==> src/rtl/booth_mul_arbiter_if.sv <==
// Client and multiplier signal bundle for booth_mul_arbiter.
// master = clients plus multiplier side, slave = the arbiter.
interface booth_mul_arbiter_if #(
    parameter int W    = 8,
    parameter int NREQ = 4
);
    localparam int IW = $clog2(NREQ);

    logic [NREQ-1:0]   req;
    logic [NREQ*W-1:0] x_in;
    logic [NREQ*W-1:0] y_in;
    logic [NREQ-1:0]   ack;
    logic [2*W-1:0]    result;
    logic [IW-1:0]     result_id;
    logic              err;
    logic              busy;
    logic              mul_start;
    logic [W-1:0]      mul_x;
    logic [W-1:0]      mul_y;
    logic              mul_done;
    logic [W-1:0]      mul_half;

    modport master (
        output req, x_in, y_in, mul_done, mul_half,
        input  ack, result, result_id, err, busy,
        input  mul_start, mul_x, mul_y
    );

    modport slave (
        input  req, x_in, y_in, mul_done, mul_half,
        output ack, result, result_id, err, busy,
        output mul_start, mul_x, mul_y
    );
endinterface

==> src/rtl/booth_mul_arbiter.sv <==
// Round-robin arbiter sharing one sequential Booth multiplier among
// NREQ clients; collects the two result halves and acks the winner.
module booth_mul_arbiter #(
    parameter int W       = 8,
    parameter int NREQ    = 4,
    parameter int TIMEOUT = 64
) (
    input logic                clk,
    input logic                rst,
    booth_mul_arbiter_if.slave bus
);
    localparam int IW = $clog2(NREQ);
    localparam int TW = $clog2(TIMEOUT + 1);

    typedef enum logic [2:0] {
        S_IDLE,
        S_ISSUE,
        S_WAIT_HI,
        S_WAIT_LO,
        S_RESP
    } state_e;

    state_e            state_q;
    logic [IW-1:0]     ptr_q;
    logic [IW-1:0]     id_q;
    logic [NREQ-1:0]   ack_q;
    logic [2*W-1:0]    res_q;
    logic              err_q;
    logic              busy_q;
    logic              start_q;
    logic [W-1:0]      x_q;
    logic [W-1:0]      y_q;
    logic [TW-1:0]     timer_q;

    logic [IW-1:0]     gnt_d;
    logic              gnt_vld_d;
    logic [IW:0]       sum_d;
    logic [IW-1:0]     ptr_d;
    logic              tmo_d;

    // Scan downward so the closest requester at or after ptr wins last.
    always_comb begin
        gnt_d     = '0;
        gnt_vld_d = 1'b0;
        sum_d     = '0;
        for (int k = NREQ - 1; k >= 0; k--) begin
            sum_d = {1'b0, ptr_q} + (IW+1)'(k);
            if (sum_d >= (IW+1)'(NREQ)) begin
                sum_d = sum_d - (IW+1)'(NREQ);
            end
            if (bus.req[sum_d[IW-1:0]]) begin
                gnt_vld_d = 1'b1;
                gnt_d     = sum_d[IW-1:0];
            end
        end
    end

    assign ptr_d = (id_q == IW'(NREQ - 1)) ? '0 : id_q + 1'b1;
    assign tmo_d = (timer_q == TW'(TIMEOUT - 1));

    always_ff @(posedge clk) begin
        if (rst) begin
            state_q <= S_IDLE;
            ptr_q   <= '0;
            id_q    <= '0;
            ack_q   <= '0;
            res_q   <= '0;
            err_q   <= 1'b0;
            busy_q  <= 1'b0;
            start_q <= 1'b0;
            x_q     <= '0;
            y_q     <= '0;
            timer_q <= '0;
        end else begin
            ack_q   <= '0;
            start_q <= 1'b0;
            unique case (state_q)
                S_IDLE: begin
                    if (gnt_vld_d) begin
                        x_q     <= bus.x_in[int'(gnt_d)*W +: W];
                        y_q     <= bus.y_in[int'(gnt_d)*W +: W];
                        id_q    <= gnt_d;
                        start_q <= 1'b1;
                        busy_q  <= 1'b1;
                        state_q <= S_ISSUE;
                    end
                end
                S_ISSUE: begin
                    timer_q <= '0;
                    state_q <= S_WAIT_HI;
                end
                S_WAIT_HI: begin
                    if (bus.mul_done) begin
                        res_q[2*W-1:W] <= bus.mul_half;
                        timer_q        <= '0;
                        state_q        <= S_WAIT_LO;
                    end else if (tmo_d) begin
                        err_q       <= 1'b1;
                        ack_q[id_q] <= 1'b1;
                        state_q     <= S_RESP;
                    end else begin
                        timer_q <= timer_q + 1'b1;
                    end
                end
                S_WAIT_LO: begin
                    if (bus.mul_done) begin
                        res_q[W-1:0] <= bus.mul_half;
                        ack_q[id_q]  <= 1'b1;
                        state_q      <= S_RESP;
                    end else if (tmo_d) begin
                        err_q       <= 1'b1;
                        ack_q[id_q] <= 1'b1;
                        state_q     <= S_RESP;
                    end else begin
                        timer_q <= timer_q + 1'b1;
                    end
                end
                S_RESP: begin
                    err_q   <= 1'b0;
                    ptr_q   <= ptr_d;
                    busy_q  <= 1'b0;
                    state_q <= S_IDLE;
                end
                default: state_q <= S_IDLE;
            endcase
        end
    end

    assign bus.ack       = ack_q;
    assign bus.result    = res_q;
    assign bus.result_id = id_q;
    assign bus.err       = err_q;
    assign bus.busy      = busy_q;
    assign bus.mul_start = start_q;
    assign bus.mul_x     = x_q;
    assign bus.mul_y     = y_q;
endmodule

==> src/flat_wrapper.sv <==
// flat-port wrapper written by rule: the top's interface ports become plain ports
module booth_mul_arbiter_flat 
#(
    parameter int W       = 8,
    parameter int NREQ    = 4,
    parameter int TIMEOUT = 64
)
  (clk, rst, bus_req, bus_x_in, bus_y_in, bus_mul_done, bus_mul_half, bus_ack, bus_result, bus_result_id, bus_err, bus_busy, bus_mul_start, bus_mul_x, bus_mul_y);
  booth_mul_arbiter_if #(.W(W), .NREQ(NREQ)) bus_i ();
  input logic clk;
  input logic rst;
  input wire logic [$bits(bus_i.req)-1:0] bus_req;
  input wire logic [$bits(bus_i.x_in)-1:0] bus_x_in;
  input wire logic [$bits(bus_i.y_in)-1:0] bus_y_in;
  input wire logic [$bits(bus_i.mul_done)-1:0] bus_mul_done;
  input wire logic [$bits(bus_i.mul_half)-1:0] bus_mul_half;
  output wire logic [$bits(bus_i.ack)-1:0] bus_ack;
  output wire logic [$bits(bus_i.result)-1:0] bus_result;
  output wire logic [$bits(bus_i.result_id)-1:0] bus_result_id;
  output wire logic [$bits(bus_i.err)-1:0] bus_err;
  output wire logic [$bits(bus_i.busy)-1:0] bus_busy;
  output wire logic [$bits(bus_i.mul_start)-1:0] bus_mul_start;
  output wire logic [$bits(bus_i.mul_x)-1:0] bus_mul_x;
  output wire logic [$bits(bus_i.mul_y)-1:0] bus_mul_y;
  assign bus_i.req = bus_req;
  assign bus_i.x_in = bus_x_in;
  assign bus_i.y_in = bus_y_in;
  assign bus_i.mul_done = bus_mul_done;
  assign bus_i.mul_half = bus_mul_half;
  assign bus_ack = bus_i.ack;
  assign bus_result = bus_i.result;
  assign bus_result_id = bus_i.result_id;
  assign bus_err = bus_i.err;
  assign bus_busy = bus_i.busy;
  assign bus_mul_start = bus_i.mul_start;
  assign bus_mul_x = bus_i.mul_x;
  assign bus_mul_y = bus_i.mul_y;
  booth_mul_arbiter #(.W(W), .NREQ(NREQ), .TIMEOUT(TIMEOUT)) u_core (.clk(clk), .rst(rst), .bus(bus_i));
endmodule
==> config.mk <==
export PLATFORM = sky130hd
export DESIGN_NAME = booth_mul_arbiter_flat
export DESIGN_NICKNAME = d
export VERILOG_FILES = /design/src/rtl/booth_mul_arbiter_if.sv /design/src/rtl/booth_mul_arbiter.sv /design/src/flat_wrapper.sv
export SDC_FILE = /design/constraint.sdc
export NUM_CORES = 1
export LEC_CHECK = 0
export ABC_CLOCK_PERIOD_IN_PS = 2650
export CAP_MARGIN = 15
export CORE_MARGIN = 2
export CORE_UTILIZATION = 45
export DETAILED_ROUTE_END_ITERATION = 8
export HOLD_SLACK_MARGIN = 0.12
export PLACE_DENSITY = 0.86
export SYNTH_ARGS = -nofsm -noshare
export SYNTH_HDL_FRONTEND = slang
export SYNTH_SLANG_ARGS = --single-unit
==> constraint.sdc <==
create_clock -name clk -period 2.65 [get_ports clk]
set_clock_uncertainty 0.15 [all_clocks]
set_input_delay 0.3975 -clock clk [delete_from_list [all_inputs] [get_ports clk]]
set_output_delay 0.3975 -clock clk [all_outputs]
set_load 0.01 [all_outputs]
# Yosys cells after proc, flatten, opt, wreduce, memory -nomap -nowiden
# Index checks and enable logic that the tools add are counted.
[word_totals]
ff_bits = 53
wordCells = 99
[op_classes]
addsub = 9
n_reduce_logical = 13
bitwise = 1
mux = 42
order_cmp = 10
n_eq_ne = 10
n_shift = 2
[op_table]
columns = ["op", "count"]
rows = [
  ["variable part select 32 x 6 -> 8 bit", 2],
  ["2-to-1 mux 7 bit", 3],
  ["one-hot mux 7 bit (3 select lines)", 1],
  ["2-to-1 mux 2 bit", 9],
  ["< comparator 2 x 3 -> 1 bit, second input constant", 5],
  ["2-to-1 mux 1 bit", 13],
  ["2-to-1 mux 3 bit", 4],
  ["2-to-1 mux 4 bit", 3],
  ["one-hot mux 3 bit (4 select lines)", 1],
  ["AND reduction 2 bit", 5],
  [">= comparator 3 bit, second input constant", 3],
  ["binary-select mux 1 bit (select 2 bit)", 4],
  ["one-hot mux 4 bit (2 select lines)", 1],
  ["subtractor 2 x 1 -> 2 bit, second input constant", 4],
  ["adder 7 x 1 -> 7 bit, second input constant", 1],
  ["equality test 7 x 6 -> 1 bit, second input constant", 1],
  ["adder 2 x 2 -> 3 bit, second input constant", 2],
  ["equality test 3 x 2 -> 1 bit, second input constant", 2],
  ["inequality test 2 x 1 -> 1 bit, second input constant", 2],
  ["inequality test 2 bit, second input constant", 2],
  ["one-hot mux 1 bit (2 select lines)", 2],
  ["nonzero test 2 bit", 2],
  ["OR reduction 2 bit", 2],
  ["adder 2 x 1 -> 3 bit, second input constant", 1],
  ["12 further kinds", 12],
]

# Longest topological paths before layout
# Gate-level depths: netlist (run 1).
[logic_depth]
word_depth = 11
depth_mapped = 7
ltp_nobuf = 6

# Worst setup path after synthesis (run 1)
# Ideal clock, no wire load.
[synth_timing]
path_type = "input port to flip-flop"
from = "input bus_req[0]"
to = "register u_core.x_q[4] (netlist: u_core.bus.mul_x[4])"
setup_time_ns = 0.128
setup_slack_ns = 0.930
stages = 6
arrival_time_ns = 1.442
path_cell_list = "a21oi_1 > o21ai_0 > a21oi_4 > buf_6 > mux2i_1 > o221ai_2"
[synth_via]
elab_chain_len = 7
elab_cells_between_ends = 18
[synth_rtl]
columns = ["element", "line_no", "text"]
rows = [
  ["from (decl)", "flat_wrapper.sv:12", "input wire logic [$bits(bus_i.req)-1:0] bus_req;"],
  ["binary-select mux 1 bit (select 2 bit)", "booth_mul_arbiter.sv:51", "if (bus.req[sum_d[IW-1:0]]) begin"],
  ["2-to-1 mux 1 bit (not written as such)", "booth_mul_arbiter.sv:51", ""],
  ["2-to-1 mux 2 bit or 2-to-1 mux 1 bit (tied branches) (4 in series)", "booth_mul_arbiter.sv:51", ""],
  ["variable part select 32 x 6 -> 8 bit or AND reduction 2 bit (tied branches)", "n/a", ""],
  ["to (signal assigned)", "booth_mul_arbiter.sv:80", "x_q <= bus.x_in[int'(gnt_d)*W +: W];"],
  ["to (decl)", "booth_mul_arbiter.sv:31", "logic [W-1:0] x_q;"],
]
# Parallel ways exist; a longest one is shown, timed or not. The select of a mux whose other input is x is not followed.
# A chain may end at the register's enable or synchronous reset.

# Final worst setup path (run 1)
[layout_timing]
from = "input bus_req[0]"
to = "register u_core.y_q[1] (netlist: u_core.bus.mul_y[1])"
[layout_via]
elab_chain_len = 7
elab_cells_between_ends = 18
[layout_rtl]
columns = ["element", "line_no", "text"]
rows = [
  ["binary-select mux 1 bit (select 2 bit)", "booth_mul_arbiter.sv:51", ""],
  ["2-to-1 mux 1 bit (not written as such)", "booth_mul_arbiter.sv:51", ""],
  ["2-to-1 mux 2 bit or 2-to-1 mux 1 bit (tied branches) (4 in series)", "booth_mul_arbiter.sv:51", ""],
  ["variable part select 32 x 6 -> 8 bit or AND reduction 2 bit (tied branches)", "n/a", ""],
  ["to (signal assigned)", "booth_mul_arbiter.sv:81", "y_q <= bus.y_in[int'(gnt_d)*W +: W];"],
  ["to (decl)", "booth_mul_arbiter.sv:32", "logic [W-1:0] y_q;"],
]
# Parallel ways exist; a longest one is shown, timed or not. The select of a mux whose other input is x is not followed.

==> results of run 1 <==
[metal layers]
metal,global-route usage,vias to the layer above,part of all wire
met1,0.254,1126,0.40
met2,0.402,97,0.50
met4,0.0695,0,0.022
met3,0.0573,12,0.080
met5,0,-,0
li1,-,1222,-
[power groups by stage]
| stage | registers, W | logic, W | clock network [W] |
|---|---|---|---|
| 2_1_floorplan | 0.000947 | 0.000272 | 0 |
| 3_3_place_gp | 0.000931 | 0.000557 | 0 |
| 3_5_place_dp | 0.000933 | 0.000572 | 0 |
| 4_1_cts | 0.000914 | 0.000576 | 0.000585 |
| 5_1_grt | 0.000924 | 0.000611 | 0.000620 |
| 6_report | 0.000915 | 0.000571 | 0.000573 |
[stage by stage]
step	cell area, um2	TNS [ns]
detailed placement	3870	-0.212
finish	3990	0
CTS	3990	0
global placement	3870	0
global route	3990	0
floorplan	2630	0
[cells in the final DEF (no fill, tap or decap), types with 3 or more instances in the layout]
cell               n
clkdlybuf4s50_1  119
a21oi_1           27
o221ai_2          10
nand2_1           55
nor3b_1            3
dfxtp_1           53
nor3_1             3
inv_1              5
nor2_1             9
o221ai_1           6
a211oi_1           5
o21ai_0            7
and2_1             6
nor3_2             3
ha_1               5
nand3_1            3
buf_4              4
clkbuf_8           6
nand2b_1           3
mux2i_1           35
[cells by family after synthesis]
group / after synthesis / share of synthesized area
adder cells (fa/ha/maj): 5 / 0.0238
XOR/XNOR: 2 / 0.00665
AO/OA/AOI/OAI: 65 / 0.200
multiplexers: 35 / 0.133
flip-flops: 53 / 0.403
AND/OR/NAND/NOR: 98 / 0.184
buffers and inverters: 19 / 0.0494
[how the worst max path moves through the flow]
stage | start | to | depth (start not counted) | slack, ns
2_1_floorplan | bus_req[0] | u_core.bus.mul_x[4] | 6 | 0.93
3_3_place_gp | bus_req[0] | u_core.bus.mul_y[4] | 7 | 0.06
3_5_place_dp | bus_req[0] | u_core.bus.mul_y[5] | 7 | -0.05
4_1_cts | bus_req[0] | u_core.bus.mul_y[5] | 7 | 0.28
5_1_grt | bus_req[0] | u_core.bus.mul_y[2] | 7 | 0.16
6_report | bus_req[0] | u_core.bus.mul_y[1] | 7 | 0.27
[worst max-delay path, delay by kind of cell]
family	cells	cell delay, ns
compound gates	4	0.98
buf+inv	2	0.75
mux	1	0.27
[layout make-up]
type / instances / area [um2]
flip-flops and latches: 53 / 1060
multi-input cells: 205 / 1440
repair buffers: 125 / 1260
clock buffers: 6 / 82.6
clock inverters: 2 / 37.5
fillers: 461 / 1580
inverters: 5 / 18.8
well taps: 72 / 90.1
[flip-flops by register name, indices dropped and copies added, names as in the netlist]
register,flops
u_core.bus.ack,4
u_core.bus.busy,1
u_core.bus.err,1
u_core.bus.mul_start,1
u_core.bus.mul_x,8
u_core.bus.mul_y,8
u_core.bus.result,16
u_core.bus.result_id,2
u_core.ptr_q,2
u_core.state_q,3
u_core.timer_q,7
==> flow_summary.json, run 1 <==
{
  "path_clk_slew_ns": 0.09,
  "drc": 0,
  "seq_area_frac_synth": 0.403,
  "final_cell_count_no_fill": 468,
  "place_hpwl_mm": 5.68,
  "min_from": "u_core.bus.result[11]",
  "hold_path_depth": 2,
  "finalPower_w": 0.00206,
  "r2r-end": "u_core.bus.mul_y[1]",
  "rr_startpoint": "u_core.state_q[2]",
  "min_path_type": "reg2reg",
  "worstPathArrival_ns": 2.41,
  "pwr-share-comb": 0.277,
  "synthTopCellsByArea": "dfxtp_1, mux2i_1, nand2_1",
  "avgSynthCellArea_um2": 9.51,
  "fp-row-count": 27,
  "antenna_found_initial": 0,
  "hold_buffers": 0,
  "max_stage_delay_ns": 0.52,
  "rsz0062_at_grt": "false",
  "synth-edff-count": 0,
  "r2r_setup_slack_ns": 0.49,
  "run_status": "finished, final reports clean",
  "startpoint_type": "input pin",
  "port_buffers": 119,
  "grt_pass1_vias": 2283,
  "seq_power_share": 0.444,
  "max-slew-margin-rel": 0.273,
  "grtUsageTotal": 0.222,
  "htree_levels": 2,
  "clk_latency_ns": 0.30,
  "power.density_nw_per_um2": 516,
  "ys_ff_latch": 53,
  "p_int_w": 0.00149,
  "first_pass_iters": 4,
  "worst_pin_slew_ns": 1.09,
  "initial_core_util": 0.473,
  "ant_nets": 0,
  "dpl_worst_slack_ns": -0.0531,
  "synth_most_common_cell": "nand2_1",
  "drive_gt1_frac": 0.0934,
  "via_count": 2457,
  "dp_cells": 460,
  "gp_congestion": 0.876,
  "fp.dieArea_um2": 6480,
  "power.switching_w": 0.000566,
  "post-route-period-util": 0.900,
  "ios": 120,
  "cts_buffers": 5,
  "ir_drop_mv": 0.418,
  "grt_overflow_total": 0,
  "yosys.area.top_type": "dfxtp_1",
  "areaGrowthSynthToFinish_pct": 51.6,
  "holdPathEnd": "u_core.bus.result[11]",
  "clockBufferDepth": 2,
  "postCtsSetupRepairBufs": 0,
  "crit_slowest_cell": "a21oi_4",
  "cts_tree": "yes",
  "yosys-top-cells-count": "nand2_1, dfxtp_1, mux2i_1",
  "yosys_warnings": 0,
  "ys.flop_type": "dfxtp_1",
  "p_clk_frac": 0.278,
  "p_leak_nw": 1.40,
  "p_sw_frac": 0.275,
  "final_nets": 479,
  "syn_nets": 361,
  "maxCapViolCount": 0,
  "grt_max_degree": 33,
  "fin_crit_ns": 2.38,
  "avgRoutedWirePerCell_um": 15.8,
  "setup_slack_ns": 0.266,
  "cts-resized-gates": 0,
  "synth_top_area_share": 0.403,
  "setup_viol": 0,
  "core-area_um2": 5570,
  "fmax_mhz": 419,
  "fin_hold_ws_ns": 0.307,
  "worstSetupPathType": "in2reg",
  "drt-vias-per-instance": 5.25,
  "ff2ff_path_depth": 4,
  "grt_first_pass_wirelength_mm": 11.2,
  "cts_num_sinks": 53,
  "syn_inst": 277,
  "synth_cell_type_count": 43,
  "insertedDiodeCount": 0,
  "die_w_um": 80.5,
  "finalMaxSlewViolations": 0,
  "end_kind": "register",
  "wl_mm": 7.41,
  "mappedNetlistArea_um2": 2630,
  "dieHeight_um": 80.5,
  "drt-initial-drc-count": 106,
  "crit_required_ns": 2.68,
  "finalHoldViolCount": 0,
  "synthArstFlopShare": 0,
  "cts_root_buffer": "clkbuf_8",
  "cp_cell_sequence": "clkdlybuf4s50_1, a21oi_1, o21ai_0, a21oi_4, buf_12, mux2i_1, o221ai_2",
  "cp_max_fo": 22,
  "utilization": 0.716
}
(Power assumes the default switching activity.)
==> run 2: changes to the inputs <==
--- a/config.mk
+++ b/config.mk
@@ -7,6 +7,7 @@
 export LEC_CHECK = 0
 export ABC_CLOCK_PERIOD_IN_PS = 2650
 export CAP_MARGIN = 15
+export CORE_ASPECT_RATIO = 0.75
 export CORE_MARGIN = 2
 export CORE_UTILIZATION = 45
 export DETAILED_ROUTE_END_ITERATION = 8
==> run 2 against run 1 <==
Via count decreased by 0.98%; critical endpoint is now u_core.bus.mul_x[2]; die area about the same; combinational power about the same; non-clock buffer count rose by 2.
==> flow_summary.json, run 2 (same netlist as run 1, synthesis figures left out) <==
{
  "run_status": "finished, final reports clean",
  "dieHeight_um": 70.3,
  "cts_num_sinks": 53,
  "insertedDiodeCount": 0,
  "avgRoutedWirePerCell_um": 15.1,
  "crit_end": "u_core.bus.mul_x[2]",
  "grt_max_degree": 34,
  "first_pass_iters": 4,
  "clk_latency_ns": 0.30,
  "drt-initial-drc-count": 94,
  "fin_crit_ns": 2.12,
  "htree_levels": 2,
  "clockBufferDepth": 2,
  "fin_hold_ws_ns": 0.312,
  "p_leak_nw": 1.41,
  "worstPathArrival_ns": 2.19,
  "die_w_um": 92.3,
  "grtUsageTotal": 0.216,
  "hold_buffers": 0,
  "dp_cells": 467,
  "grt_first_pass_wirelength_mm": 11.3,
  "ios": 120,
  "timing.setup.tns_ns": 0,
  "ant_nets": 0,
  "path_clk_slew_ns": 0.10,
  "min_from": "u_core.bus.result[10]",
  "worstSetupPathType": "in2reg",
  "wl_mm": 7.17,
  "grt_overflow_total": 0,
  "areaGrowthSynthToFinish_pct": 52.5,
  "min_path_type": "reg2reg",
  "finalHoldViolCount": 0,
  "fp-row-count": 24,
  "crit_required_ns": 2.72,
  "r2r_setup_slack_ns": 0.80,
  "place_hpwl_mm": 5.55,
  "antenna_found_initial": 0,
  "via_count": 2433,
  "fmax_mhz": 471,
  "finalMaxSlewViolations": 0,
  "cts_buffers": 5,
  "postCtsSetupRepairBufs": 0,
  "rr_startpoint": "u_core.state_q[1]",
  "cp_max_fo": 16,
  "cts_root_buffer": "clkbuf_8",
  "drive_gt1_frac": 0.0980,
  "final_nets": 481,
  "maxCapViolCount": 0,
  "fillerInstances": 455,
  "startpoint": "bus_req[1]",
  "max-slew-margin-rel": 0.591,
  "grt_pass1_vias": 2317,
  "core-area_um2": 5740,
  "cts_tree": "yes",
  "port_buffers": 119,
  "ff2ff_path_depth": 5,
  "layout_common_cells": "clkdlybuf4s50_1, nand2_1, dfxtp_1",
  "end_kind": "register",
  "r2r-end": "u_core.timer_q[0]",
  "setup_viol": 0,
  "final_cell_count_no_fill": 476,
  "fp.dieArea_um2": 6490,
  "gp_congestion": 0.868,
  "initial_core_util": 0.459,
  "ir_drop_mv": 0.333,
  "largest_reg_flops": 16,
  "rsz0062_at_grt": "false",
  "startpoint_type": "input pin",
  "mostFrequentLayoutCell": "clkdlybuf4s50_1",
  "cts-resized-gates": 0,
  "worst_pin_slew_ns": 0.611,
  "drc": 0,
  "power.density_nw_per_um2": 531,
  "post-route-period-util": 0.802,
  "drt-vias-per-instance": 5.11
}
==> run 2: cell count changes in the layout (fill, tap and decap cells not counted), sizes merged <==
cell	previous run	this run
clkinv	0	1
buf	6	8
clkbuf	6	5
clkinvlp	1	0
bufinv	1	2
==> run 2: per-stage QoR <==
step | cell area [um2] | setup WS, ns | total power [W] | utilization
finish | 4020 | 0.525 | 0.00213 | 0.700
global route | 4020 | 0.408 | 0.00223 | 0.700
CTS | 4010 | 0.365 | 0.00215 | 0.699
detailed placement | 3880 | 0.0740 | 0.00150 | 0.676
global placement | 3880 | 0.0820 | 0.00148 | 0.676
floorplan | 2630 | 0.930 | 0.00122 | -
==> run 2: critical path: stages <==
cell             delay, ns
clkdlybuf4s50_1       0.52
nor2_1                0.10
buf_4                 0.15
a211o_1               0.30
nor3_4                0.17
nand2_2               0.30
o221ai_1              0.26
==> run 2: layout make-up <==
class	count	area (um2)	area share
Tap cell	78	97.6	0.0243
Clock inverter	3	65.1	0.0162
Sequential cell	53	1060	0.264
Timing Repair Buffer	127	1260	0.315
Inverter	5	18.8	0.00467
Multi-Input combinational cell	205	1440	0.359
Clock buffer	5	68.8	0.0171
==> run 2: per-layer routing <==
| layer | wire length [um] | track usage | share of wire |
|---|---|---|---|
| met1 | 3130 | 0.271 | 0.44 |
| met2 | 3480 | 0.368 | 0.48 |
| met3 | 433 | 0.0496 | 0.060 |
| met4 | 130 | 0.0680 | 0.018 |
| met5 | 0 | 0 | 0 |
==> run 2: power breakdown <==
group | internal, W | switching [W] | total, W
Combinational | 0.000324 | 0.000247 | 0.000571
Sequential | 0.000863 | 0.0000537 | 0.000916
Clock | 0.000375 | 0.000269 | 0.000644
==> run 2: worst min-delay path by stage <==
stage,to,slack [ns],depth (start not counted)
floorplan,u_core.timer_q[6],0.30,1
global placement,u_core.bus.result[13],0.29,2
detailed placement,u_core.bus.result[14],0.30,2
CTS,u_core.bus.result[14],0.31,2
global route,u_core.bus.result[14],0.33,2
finish,u_core.bus.result[10],0.31,2
